===== config.mk =====
export PLATFORM = sky130hd
export DESIGN_NAME = m_unit_ctrl
export DESIGN_NICKNAME = d
export VERILOG_FILES = /design/src/rtl/m_unit_ctrl.sv
export SDC_FILE = /design/constraint.sdc
export NUM_CORES = 1
export LEC_CHECK = 0
export ABC_AREA = 1
export CORE_AREA = 2 2 154 156
export CTS_BUF_LIST = sky130_fd_sc_hd__clkbuf_8 sky130_fd_sc_hd__clkbuf_16
export CTS_CLUSTER_DIAMETER = 30
export DETAILED_ROUTE_END_ITERATION = 10
export DIE_AREA = 0 0 156 158
export PLACE_DENSITY = 0.8
export SLEW_MARGIN = 10
export SYNTH_ARGS = -nofsm -noshare
export SYNTH_HDL_FRONTEND = slang
export SYNTH_SLANG_ARGS = --single-unit

===== constraint.sdc =====
create_clock -name clk -period 2.1 [get_ports clk]
set_input_delay 0.42 -clock clk [delete_from_list [all_inputs] [get_ports clk]]
set_output_delay 0.42 -clock clk [all_outputs]
set_load 0.1 [all_outputs]

===== src/rtl/m_unit_ctrl.sv =====
// RV32M sequencer: one-cycle multiply, 32-step restoring divide plus sign fix-up, registered result with a done pulse.
// Latency start->done: 2 cycles (mul), 34 cycles (div); start is ignored while busy, kill aborts without done.
`ifndef M_DEFINITIONS_SVH
`define M_DEFINITIONS_SVH
`define MUX_MULTA_LENGTH     2
`define MUX_MULTA_ZERO       2'd0
`define MUX_MULTA_R_UNSIGNED 2'd1
`define MUX_MULTA_R_SIGNED   2'd2
`define MUX_MULTB_LENGTH     2
`define MUX_MULTB_ZERO       2'd0
`define MUX_MULTB_D_UNSIGNED 2'd1
`define MUX_MULTB_D_SIGNED   2'd2
`define MUX_DIV_REM_LENGTH   1
`define MUX_DIV_REM_Z        1'b0
`define MUX_DIV_REM_R        1'b1
`endif

module m_unit_ctrl (
  input  logic                          clk,
  input  logic                          resetn,
  input  logic                          start,
  input  logic                          kill,
  input  logic [2:0]                    funct3,
  input  logic [31:0]                   rs1,
  input  logic [31:0]                   rs2,
  input  logic                          sub_neg,
  input  logic [31:0]                   sub_result,
  input  logic [31:0]                   div_rem,
  input  logic [31:0]                   div_rem_neg,
  input  logic [63:0]                   product,
  output logic [`MUX_MULTA_LENGTH-1:0]   mux_multA,
  output logic [`MUX_MULTB_LENGTH-1:0]   mux_multB,
  output logic [`MUX_DIV_REM_LENGTH-1:0] mux_div_rem,
  output logic [31:0]                   R,
  output logic [62:0]                   D,
  output logic [31:0]                   Z,
  output logic                          busy,
  output logic                          done,
  output logic [31:0]                   result
);

  localparam logic [1:0] S_IDLE = 2'd0;
  localparam logic [1:0] S_MUL  = 2'd1;
  localparam logic [1:0] S_DIV  = 2'd2;
  localparam logic [1:0] S_FIX  = 2'd3;

  logic [1:0]  state_q, state_d;
  logic [31:0] r_q, r_d, z_q, z_d, result_q, result_d;
  logic [62:0] d_q, d_d;
  logic [4:0]  cnt_q, cnt_d;
  logic        op_high_q, op_high_d, sign_a_q, sign_a_d, sign_b_q, sign_b_d;
  logic        is_rem_q, is_rem_d, neg_q_q, neg_q_d, neg_r_q, neg_r_d;
  logic        done_q, done_d;
  logic        signed_op;
  logic [31:0] abs1, abs2;

  // Magnitudes for signed divide; 0x80000000 maps to itself, read as unsigned.
  assign signed_op = ~funct3[0];
  assign abs1 = (signed_op && rs1[31]) ? (~rs1 + 32'd1) : rs1;
  assign abs2 = (signed_op && rs2[31]) ? (~rs2 + 32'd1) : rs2;

  always_comb begin
    mux_multA   = `MUX_MULTA_ZERO;
    mux_multB   = `MUX_MULTB_ZERO;
    mux_div_rem = `MUX_DIV_REM_Z;
    if (state_q == S_MUL) begin
      mux_multA = sign_a_q ? `MUX_MULTA_R_SIGNED : `MUX_MULTA_R_UNSIGNED;
      mux_multB = sign_b_q ? `MUX_MULTB_D_SIGNED : `MUX_MULTB_D_UNSIGNED;
    end
    if (state_q == S_FIX && is_rem_q) mux_div_rem = `MUX_DIV_REM_R;
  end

  always_comb begin
    state_d   = state_q;
    r_d       = r_q;
    d_d       = d_q;
    z_d       = z_q;
    cnt_d     = cnt_q;
    op_high_d = op_high_q;
    sign_a_d  = sign_a_q;
    sign_b_d  = sign_b_q;
    is_rem_d  = is_rem_q;
    neg_q_d   = neg_q_q;
    neg_r_d   = neg_r_q;
    result_d  = result_q;
    done_d    = 1'b0;
    if (kill) begin
      state_d = S_IDLE;
    end else begin
      case (state_q)
        S_IDLE: begin
          if (start) begin
            z_d = 32'd0;
            if (!funct3[2]) begin
              r_d       = rs1;
              d_d       = {rs2, 31'd0};
              op_high_d = (funct3 != 3'd0);
              sign_a_d  = (funct3 == 3'd1) || (funct3 == 3'd2);
              sign_b_d  = (funct3 == 3'd1);
              state_d   = S_MUL;
            end else begin
              r_d      = abs1;
              d_d      = {abs2, 31'd0};
              cnt_d    = 5'd31;
              is_rem_d = funct3[1];
              neg_q_d  = signed_op & (rs1[31] ^ rs2[31]) & (|rs2);
              neg_r_d  = signed_op & rs1[31];
              state_d  = S_DIV;
            end
          end
        end
        S_MUL: begin
          result_d = op_high_q ? product[63:32] : product[31:0];
          done_d   = 1'b1;
          state_d  = S_IDLE;
        end
        S_DIV: begin
          if (!sub_neg) begin
            r_d = sub_result;
            z_d = {z_q[30:0], 1'b1};
          end else begin
            z_d = {z_q[30:0], 1'b0};
          end
          d_d   = d_q >> 1;
          cnt_d = cnt_q - 5'd1;
          if (cnt_q == 5'd0) state_d = S_FIX;
        end
        default: begin
          result_d = (is_rem_q ? neg_r_q : neg_q_q) ? div_rem_neg : div_rem;
          done_d   = 1'b1;
          state_d  = S_IDLE;
        end
      endcase
    end
  end

  always_ff @(posedge clk or negedge resetn) begin
    if (!resetn) begin
      state_q   <= S_IDLE;
      r_q       <= '0;
      d_q       <= '0;
      z_q       <= '0;
      cnt_q     <= '0;
      op_high_q <= 1'b0;
      sign_a_q  <= 1'b0;
      sign_b_q  <= 1'b0;
      is_rem_q  <= 1'b0;
      neg_q_q   <= 1'b0;
      neg_r_q   <= 1'b0;
      result_q  <= '0;
      done_q    <= 1'b0;
    end else begin
      state_q   <= state_d;
      r_q       <= r_d;
      d_q       <= d_d;
      z_q       <= z_d;
      cnt_q     <= cnt_d;
      op_high_q <= op_high_d;
      sign_a_q  <= sign_a_d;
      sign_b_q  <= sign_b_d;
      is_rem_q  <= is_rem_d;
      neg_q_q   <= neg_q_d;
      neg_r_q   <= neg_r_d;
      result_q  <= result_d;
      done_q    <= done_d;
    end
  end

  assign R      = r_q;
  assign D      = d_q;
  assign Z      = z_q;
  assign busy   = (state_q != S_IDLE);
  assign done   = done_q;
  assign result = result_q;

endmodule


==> metrics.csv, run 1 <==
stage,metric,value,unit
run_status,status,"finished, final reports clean",
power,power_density,1160,nW/um2
sta,hold_viol,0,
floorplan,core_area,23100,um2
worst_setup_path,worstSetupPathType,reg2out,
clock_network,cts_tree,built,
yosys,synthFlopType,dfrtp_1,
worst_setup_path,slowest_delay,450,ps
power,p_leak,7.62,nW
yosys,synth_seq_cells,173,
sta,finalMaxSlewViolations,0,
drt,wl_per_cell,17.5,um
power,intPower,8.20,mW
global_routing,grt_max_degree,61,
place,dp_slack,-247,ps
worst_setup_path,r2r_cells,8,
sta,tightest_slew,897,ps
finish,nets,2143,
global_routing,gr-total-overflow,0,
floorplan,pin_count,398,
power,ir_drop,0.00119,V
drt,routed_wirelength,38900,um
sta,relSlewSlack,40.1,%
worst_setup_path,endpoint,mux_multA[0],
worst_setup_path,cp.required,1680,ps
yosys,async_flop_share,100,%
place,place.gp.congestion,0.954,
sta,period_needed,2000,ps
sta,setup_viol,0,
sta,fin_ws,95.0,ps
clock_network,clockBufferDepth,2,
worst_setup_path,worstSetupStartpointType,flop,
sta,timing.final.crit_share,95.5,%
global_routing,grt_pass1_wl,58600,um
place,dp_hpwl,30100,um
yosys,ys_types,35,
worst_setup_path,crit_path_start,state_q[0]$_DFFE_PN0P_,
job,max_cap_violations,0,
worst_setup_path,cp_max_fo,17,
yosys,syn_inst,1470,
clock_network,clk_latency,430,ps
worst_setup_path,cp.arrival,1580,ps
clock_network,cts_root_buf,clkbuf_16,
worst_setup_path,crit_path_frequent_cell,nor2_4,
drt,via_count,11635,
worst_setup_path,worstPathCellList,inv_4 > nor2_4 > clkinv_4 > nor2_4 > buf_12,
yosys,ys.warnings.count,0,
finish,syn_to_final_growth,52.6,%
floorplan,die-area,24600,um2
floorplan,start_util,43.4,%
clock_network,path_clk_slew,70,ps
place,placed_area,14600,um2
sta,fmax,0.499,GHz
finish,fillers,2014,
finish,drive_above_1_share,16.4,%
worst_setup_path,r2r_start,state_q[0]$_DFFE_PN0P_,
global_routing,track_usage,30.5,%
yosys,avgSynthCellArea,6.80,um2
yosys,synth_fp_nets,1705,
yosys,seq_area_frac_synth,43.3,%
power,power_frac_comb,54.9,%
yosys,synth-edff-count,0,
min_path,min_from,Z[31]$_DFFE_PN0P_,
floorplan,rows,56,
drt,vias_per_cell,5.25,
floorplan,die_y,158,um
drt,drc,0,
global_routing,grt_pass1_vias,10871,
drt,drtIter0Drc,794,
worst_setup_path,reg2reg_slack,230,ps
sta,fin_tns_setup,0,ps
drt,final_antenna_net_count,0,
sta,rsz0062_at_grt,no,
power,p_sw,9.52,mW
min_path,min_path_type,reg2reg,
global_routing,antenna_found_initial,5,
power,pwr-share-seq,26.1,%
clock_network,h-tree-depth,4,
place,io_buffers,397,
finish,final_area,15300,um2
drt,dr.pass1.iters,5,
power,pwr-share-clk,19.1,%
power,swShare,53.7,%
yosys,synth_area,10000,um2
worst_setup_path,cpMaxStageDelayCell,dfrtp_2,
clock_network,cts-buffers-inserted,17,
worst_setup_path,r2r-end,R[19]$_DFFE_PN0P_,
sta,finalClockSkew,13.5,ps
floorplan,die_w,156,um
worst_setup_path,worstSetupEndpointType,primary output,
clock_network,cts_sinks,173,
[cell families after synthesis]
family                     Yosys count  synth area share [%]
and+or+nand+nor                    868                  35.8
AOI/OAI and AO/OA                  209                  11.5
buffers and inverters              202                  7.76
DFF                                173                  43.3
xor gates and xnor gates            15                  1.31
adders and majority gates            3                 0.376
[metrics by stage]
step | utilization (%) | instances | total power, mW | hold slack, ps
final | 66.2 | 2215 | 17.7 | 491
after global routing | 66.2 | 2215 | 18.4 | 525
after CTS | 66.1 | 2211 | 17.8 | 492
after detailed placement | 63.3 | 2178 | 14.4 | 417
after global placement | 63.3 | 2178 | 14.3 | 409
after floorplan | - | 1470 | 11.5 | 124
[critical path: cells and delay by family (launching register included)]
family	cells	cell delay (ps)
flip-flops	1	450
buffers and inverters	3	420
AND/OR/NAND/NOR	2	290
[power groups by stage]
stage / logic [mW] / registers, mW / clock network, mW
global route: 10.1 / 4.70 / 3.56
finish: 9.72 / 4.62 / 3.38
global placement: 9.63 / 4.65 / 0
floorplan: 1.96 / 9.53 / 0
detailed placement: 9.71 / 4.65 / 0
CTS: 9.73 / 4.61 / 3.43
[cells in the mapped netlist, types with 8 or more instances]
master      n  area (um2)
a21oi_1    44         220
buf_2      11        55.1
clkbuf_1   60         225
dfrtp_1   173        4330
inv_1     119         447
nand2_1   499        1870
nand3_1   197         986
nand4_1    10        62.6
nor2_1    145         544
nor3_1      8        40.0
o211ai_1    8        60.1
o21ai_0   108         541
o22ai_1    32         200
xor2_1     10        87.6
[worst min-delay path by stage]
| stage | to | cells past startpoint | slack (ps) |
|---|---|---|---|
| after floorplan | D[0]$_DFFE_PN0P_ | 0 | 120 |
| after global placement | D[53]$_DFFE_PN0P_ | 1 | 410 |
| after detailed placement | D[52]$_DFFE_PN0P_ | 1 | 420 |
| after CTS | Z[31]$_DFFE_PN0P_ | 2 | 490 |
| after global routing | R[7]$_DFFE_PN0P_ | 1 | 520 |
| final | Z[31]$_DFFE_PN0P_ | 2 | 490 |
[area by class of cell]
| cell class | count | area (um2) | share of cell area, % |
|---|---|---|---|
| clock inverters | 14 | 181 | 1.19 |
| clock buffers | 18 | 439 | 2.88 |
| inverters | 126 | 483 | 3.17 |
| multi-input cells | 1095 | 4950 | 32.4 |
| diodes | 4 | 10.0 | 0.0656 |
| flip-flops and latches | 173 | 4330 | 28.4 |
| well taps | 290 | 363 | 2.38 |
| repair buffers | 495 | 4500 | 29.5 |
[layer usage]
| layer | share of wire, % | track usage (%) | vias up |
|---|---|---|---|
| li1 | - | - | 5635 |
| met1 | 40 | 37.1 | 5469 |
| met2 | 49 | 53.0 | 461 |
| met3 | 7.2 | 6.08 | 70 |
| met4 | 4.0 | 13.1 | 0 |
| met5 | 0 | 0 | - |
[state kept, by name (all words and copies together) (netlist names), 2 cells and up]
signal	flops
Z	32
R	32
result	32
state_q	2
D	63
cnt_q	5
[layout by cell type, fill, tap and decap left out, types with 3 or more instances in the layout]
master | netlist | routed
nand2_1 | 499 | 498
buf_4 | 1 | 247
clkdlybuf4s50_1 | 0 | 230
nand3_1 | 197 | 197
dfrtp_1 | 173 | 172
nor2_1 | 145 | 138
inv_1 | 119 | 120
o21ai_0 | 108 | 108
a21oi_1 | 44 | 44
o22ai_1 | 32 | 32
clkbuf_16 | 0 | 17
buf_12 | 0 | 16
nand4_1 | 10 | 10
xor2_1 | 10 | 10
o211ai_1 | 8 | 8
nor3_1 | 8 | 7
nor2_4 | 0 | 6
xnor2_1 | 5 | 5
diode_2 | 0 | 4
nand3b_1 | 4 | 4
o221ai_1 | 4 | 4
o21ai_1 | 4 | 4
clkinv_4 | 0 | 4
inv_6 | 0 | 4
inv_2 | 4 | 3
ha_1 | 3 | 3
bufinv_16 | 0 | 3
[timing repair]
item | in CTS | in global routing
buffers inserted | 0 | 0
endpoints found under the hold margin | 44 | 0
gates resized for setup | 3 | 4
setup endpoints to repair | 4 | 42
hold buffers | 1 | 0
Note: power is estimated with default switching activity, not from simulation.
==> inputs of run 2 (changes only) <==
- CORE_AREA: 2 2 154 156 -> 2 2 153 155
- CTS_BUF_LIST: sky130_fd_sc_hd__clkbuf_8 sky130_fd_sc_hd__clkbuf_16 -> sky130_fd_sc_hd__clkbuf_8
- DIE_AREA: 0 0 156 158 -> 0 0 155 157
- PLACE_DENSITY: 0.8 -> 0.81
==> metrics.csv, run 2 (synthesis gave the netlist of run 1 again) <==
stage,metric,value,unit
run_status,status,"finished, final reports clean",
worst_setup_path,crit_path_frequent_cell,nor2_4,
worst_setup_path,worstPathCellList,inv_2 > nor2_4 > clkinv_4 > nor2_4 > buf_12,
worst_setup_path,cp.arrival,1570,ps
clock_network,h-tree-depth,4,
worst_setup_path,cp_max_fo,5,
finish,fillers,1985,
finish,drive_above_1_share,16.5,%
drt,dr.pass1.iters,5,
worst_setup_path,slowest_delay,440,ps
sta,tightest_slew,1000,ps
global_routing,grt_pass1_wl,58900,um
sta,finalMaxSlewViolations,0,
sta,setup_viol,0,
finish,ff_latch_area,4330,um2
sta,period_needed,1990,ps
place,io_buffers,397,
drt,drc,0,
drt,final_antenna_net_count,0,
power,p_leak,7.52,nW
sta,fmax,0.503,GHz
job,max_cap_violations,0,
floorplan,die_w,155,um
finish,final_common_cell,nand2_1,
sta,relSlewSlack,33.0,%
min_path,min_path_type,in2async,
finish,fin_util,66.8,%
finish,nets,2144,
drt,routed_wirelength,38400,um
floorplan,rows,55,
clock_network,clk_latency,470,ps
worst_setup_path,cpMaxStageDelayCell,dfrtp_2,
clock_network,clockBufferDepth,2,
finish,syn_to_final_growth,50.3,%
clock_network,cts_root_buf,clkbuf_8,
floorplan,core_area,22500,um2
drt,drtIter0Drc,907,
global_routing,antenna_found_initial,8,
global_routing,gr-total-overflow,0,
sta,timing.final.crit_share,94.6,%
drt,wl_per_cell,17.4,um
sta,rsz0062_at_grt,no,
finish,multiInputGateArea,4950,um2
finish,largest_register_ffs,63,
place,dp_hpwl,29600,um
clock_network,cts_setup_buffers,0,
worst_setup_path,cp.required,1680,ps
global_routing,grt_max_degree,69,
worst_setup_path,worstSetupStartpointType,flop,
place,placed_area,14600,um2
clock_network,cts_sinks,173,
floorplan,die-area,24300,um2
worst_setup_path,worstSetupEndpointType,primary output,
sta,hold_viol,0,
place,place.gp.congestion,0.923,
floorplan,pin_count,398,
floorplan,die_y,157,um
clock_network,path_clk_slew,120,ps
clock_network,cts_tree,built,
drt,via_count,11725,
clock_network,cts-buffers-inserted,17,
power,power_density,1110,nW/um2
worst_setup_path,worstSetupPathType,reg2out,
finish,final_cell_mix,"nand2_1, buf_4, clkdlybuf4s50_1",
floorplan,start_util,44.4,%
finish,final_area,15000,um2
global_routing,grt_pass1_vias,11157,
drt,vias_per_cell,5.30,
power,ir_drop,0.000933,V
sta,finalClockSkew,22.1,ps
global_routing,track_usage,30.7,%
run 2: cell count changes in the layout (fill, tap and decap cells not counted), moves of 2 or more:
cell and change:
buf_4 +2, clkbuf_8 +17, clkbuf_16 -17, inv_8 +3
clkinv_8 +3, inv_4 -2, diode_2 +2, inv_2 +2
bufinv_16 -3
run 2: worst paths after layout:
path,startpoint,to,cells after the start,slack (ps)
hold / removal,resetn,D[60]$_DFFE_PN0P_,2,440
min in group clk,D[0]$_DFFE_PN0P_,D[0]$_DFFE_PN0P_,2,500
setup / recovery,state_q[0]$_DFFE_PN0P_,mux_multA[0],5,110
max in group asynchronous,resetn,R[9]$_DFFE_PN0P_,3,980
hold reg to reg,D[0]$_DFFE_PN0P_,D[0]$_DFFE_PN0P_,2,500
setup reg to reg,state_q[1]$_DFFE_PN0P_,Z[19]$_DFFE_PN0P_,8,180
run 2: per-layer routing:
layer  global-route usage [%]  part of all wire (%)  vias up
met1                     36.8                    39     5446
met5                        0                 0.068        -
met2                     52.3                    49      534
li1                         -                     -     5650
met3                     6.97                   8.4       91
met4                     15.1                   4.3        4
run 2: layout make-up:
type,count,share of cell area (%)
clock inverter,15,1.13
clock buffer,17,1.56
multi-input combinational,1095,32.9
inverter,126,3.18
tap,285,2.37
timing repair buffer,496,29.9
sequential,173,28.8
antenna,6,0.0999
run 2: through the flow:
| stage | setup WS (ps) | instances | power [mW] | setup TNS (ps) | hold WS [ps] |
|---|---|---|---|---|---|
| final | 114 | 2213 | 16.7 | 0 | 439 |
| after detailed placement | -329 | 2174 | 14.3 | -8140 | 417 |
| after global placement | -272 | 2174 | 14.2 | -6220 | 413 |
| after global routing | 17.1 | 2212 | 17.4 | 0 | 455 |
| after floorplan | -216 | 1470 | 11.5 | -256 | 124 |
| after CTS | 7.25 | 2207 | 16.8 | 0 | 443 |
run 2: timing repair:
action	4_1_cts	5_1_grt
endpoints found under the setup margin	4	5
cloned	0	0
resized for setup	2	2
endpoints found under the hold margin	44	0
hold buffers	1	0
pin swaps	0	0
run 2: where the power goes:
part,internal [mW],switching (mW)
registers,4.07,0.509
clock network,0.912,1.50
logic,2.18,7.52
run 2: worst max-delay path: cells and delay by family (launching register included):
kind                   cells  cell delay [ps]
DFF                        1              440
buffers and inverters      3              400
and+or+nand+nor            2              280
==> inputs of run 3 (changes only) <==
- DONT_BUFFER_PORTS: not set -> 1
- PLACE_DENSITY: 0.81 -> not set
==> metrics.csv, run 3 (synthesis gave the netlist of run 1 again) <==
stage,metric,value,unit
drt,final_antenna_net_count,0,
drt,routed_wirelength,33100,um
finish,nets,1843,
place,dp_slack,-71.7,ps
floorplan,die_y,157,um
drt,wl_per_cell,17.4,um
worst_setup_path,worstPathCellList,inv_2 > nor2_4 > clkinv_4 > nor2_4 > buf_12,
clock_network,clk_latency,470,ps
finish,layout.cells.non_filler,1905,
global_routing,gr-total-overflow,0,
worst_setup_path,cp.required,1680,ps
drt,drc,0,
global_routing,grt_max_degree,174,
worst_setup_path,worstSetupPathType,reg2out,
sta,relSlewSlack,28.9,%
drt,dr.pass1.iters,7,
sta,timing.final.crit_share,94.3,%
clock_network,path_clk_slew,110,ps
floorplan,start_util,44.4,%
finish,drive_above_1_share,15.2,%
finish,final_area,12100,um2
sta,finalClockSkew,21.8,ps
finish,syn_to_final_growth,20.9,%
global_routing,grt_pass1_vias,9491,
sta,hold_viol,173,
place,dp_hpwl,24800,um
place,dpl.cell_count,1873,
place,placed_area,11700,um2
job,max_cap_violations,0,
worst_setup_path,worstSetupStartpointType,flop,
finish,final_cell_mix,"nand2_1, nand3_1, buf_4",
worst_setup_path,worstSetupEndpointType,primary output,
clock_network,cts_tree,built,
finish,num_antenna_cells,0,
global_routing,antenna_found_initial,0,
clock_network,h-tree-depth,4,
drt,drtIter0Drc,604,
worst_setup_path,cp.arrival,1560,ps
finish,largest_register_ffs,63,
clock_network,cts_root_buf,clkbuf_8,
place,io_buffers,0,
global_routing,grt_pass1_wl,50600,um
global_routing,track_usage,26.4,%
power,pwr-share-clk,14.5,%
worst_setup_path,crit_path_frequent_cell,nor2_4,
sta,fin_ws,119,ps
finish,fillers,2256,
worst_setup_path,slowest_delay,440,ps
run_status,violations,negative hold slack,
min_path,min_path_type,in2async,
power,power_density,1300,nW/um2
sta,timing.hold.ws,-373,ps
floorplan,pin_count,398,
place,place.gp.congestion,0.918,
clock_network,cts-buffers-inserted,17,
sta,fin_tns_setup,0,ps
power,p_sw,9.09,mW
clock_network,cts_sinks,173,
finish,final_common_cell,nand2_1,
power,p_leak,6.24,nW
drt,vias_per_cell,5.37,
sta,tightest_slew,1070,ps
sta,fmax,0.505,GHz
sta,setup_viol,0,
sta,rsz0062_at_grt,yes,
worst_setup_path,cpMaxStageDelayCell,dfrtp_2,
power,swShare,57.7,%
run_status,status,finished with violations,
power,power_frac_comb,57.8,%
floorplan,die_w,155,um
power,pwr-share-seq,27.7,%
drt,via_count,10222,
power,ir_drop,0.000771,V
clock_network,clockBufferDepth,2,
floorplan,core_area,22500,um2
power,intPower,6.66,mW
worst_setup_path,cp_max_fo,5,
floorplan,rows,55,
floorplan,die-area,24300,um2
sta,finalMaxSlewViolations,0,
sta,period_needed,1980,ps
## run 3: what timing repair did
action	CTS	global route
setup endpoints to repair	4	4
buffers inserted	1	0
endpoints found under the hold margin	173	173
pin swaps	0	0
resized for setup	2	1
## run 3: worst max-delay path: cells and delay by family, from the launching register on
family / cells / cell delay (ps)
buffers and inverters: 3 / 400
flip-flops: 1 / 440
AND/OR/NAND/NOR: 2 / 270
## run 3: path summary, 6_finish.rpt
| kind | endpoint | depth (start not counted) | slack (ps) | from |
|---|---|---|---|---|
| worst max-delay path | mux_multA[0] | 5 | 120 | state_q[0]$_DFFE_PN0P_ |
| worst min-delay path | D[21]$_DFFE_PN0P_ | 0 | -370 | resetn |
| worst max register to register | result[2]$_DFFE_PN0P_ | 8 | 160 | is_rem_q$_DFFE_PN0P_ |
| worst min register to register | D[4]$_DFFE_PN0P_ | 2 | 490 | D[4]$_DFFE_PN0P_ |
| max in group asynchronous | D[62]$_DFFE_PN0P_ | 0 | 2220 | resetn |
| min in group clk | Z[0]$_DFFE_PN0P_ | 1 | 50 | sub_neg |
## run 3: power groups by stage
stage	sequential (mW)	combinational, mW	clock [mW]
after CTS	4.37	9.13	2.37
after global routing	4.45	9.53	2.51
after detailed placement	4.44	9.12	0
final	4.37	9.10	2.28
after floorplan	9.53	1.96	0
after global placement	4.40	9.05	0
## run 3: metrics by stage
step	total power, mW	utilization [%]
2_1_floorplan	11.5	-
3_3_place_gp	13.5	51.9
3_5_place_dp	13.6	51.9
4_1_cts	15.9	53.7
5_1_grt	16.5	53.7
6_report	15.8	53.7
## run 3: layer usage
layer / vias up / global-route usage (%) / wire [um]
met1: 4736 / 31.7 / 13400
met3: 71 / 10.3 / 3230
met5: - / 0 / 0
met2: 392 / 42.8 / 15300
li1: 5023 / - / -
met4: 0 / 10.7 / 1210
## run 3: final cells by class
cell class	instances	area (um2)	share of cell area [%]
flip-flops and latches	173	4330	35.8
repair buffers	195	1580	13.1
clock inverters	14	153	1.26
multi-input cells	1095	4950	41.0
clock buffers	17	234	1.94
well taps	285	357	2.95
inverters	126	478	3.96
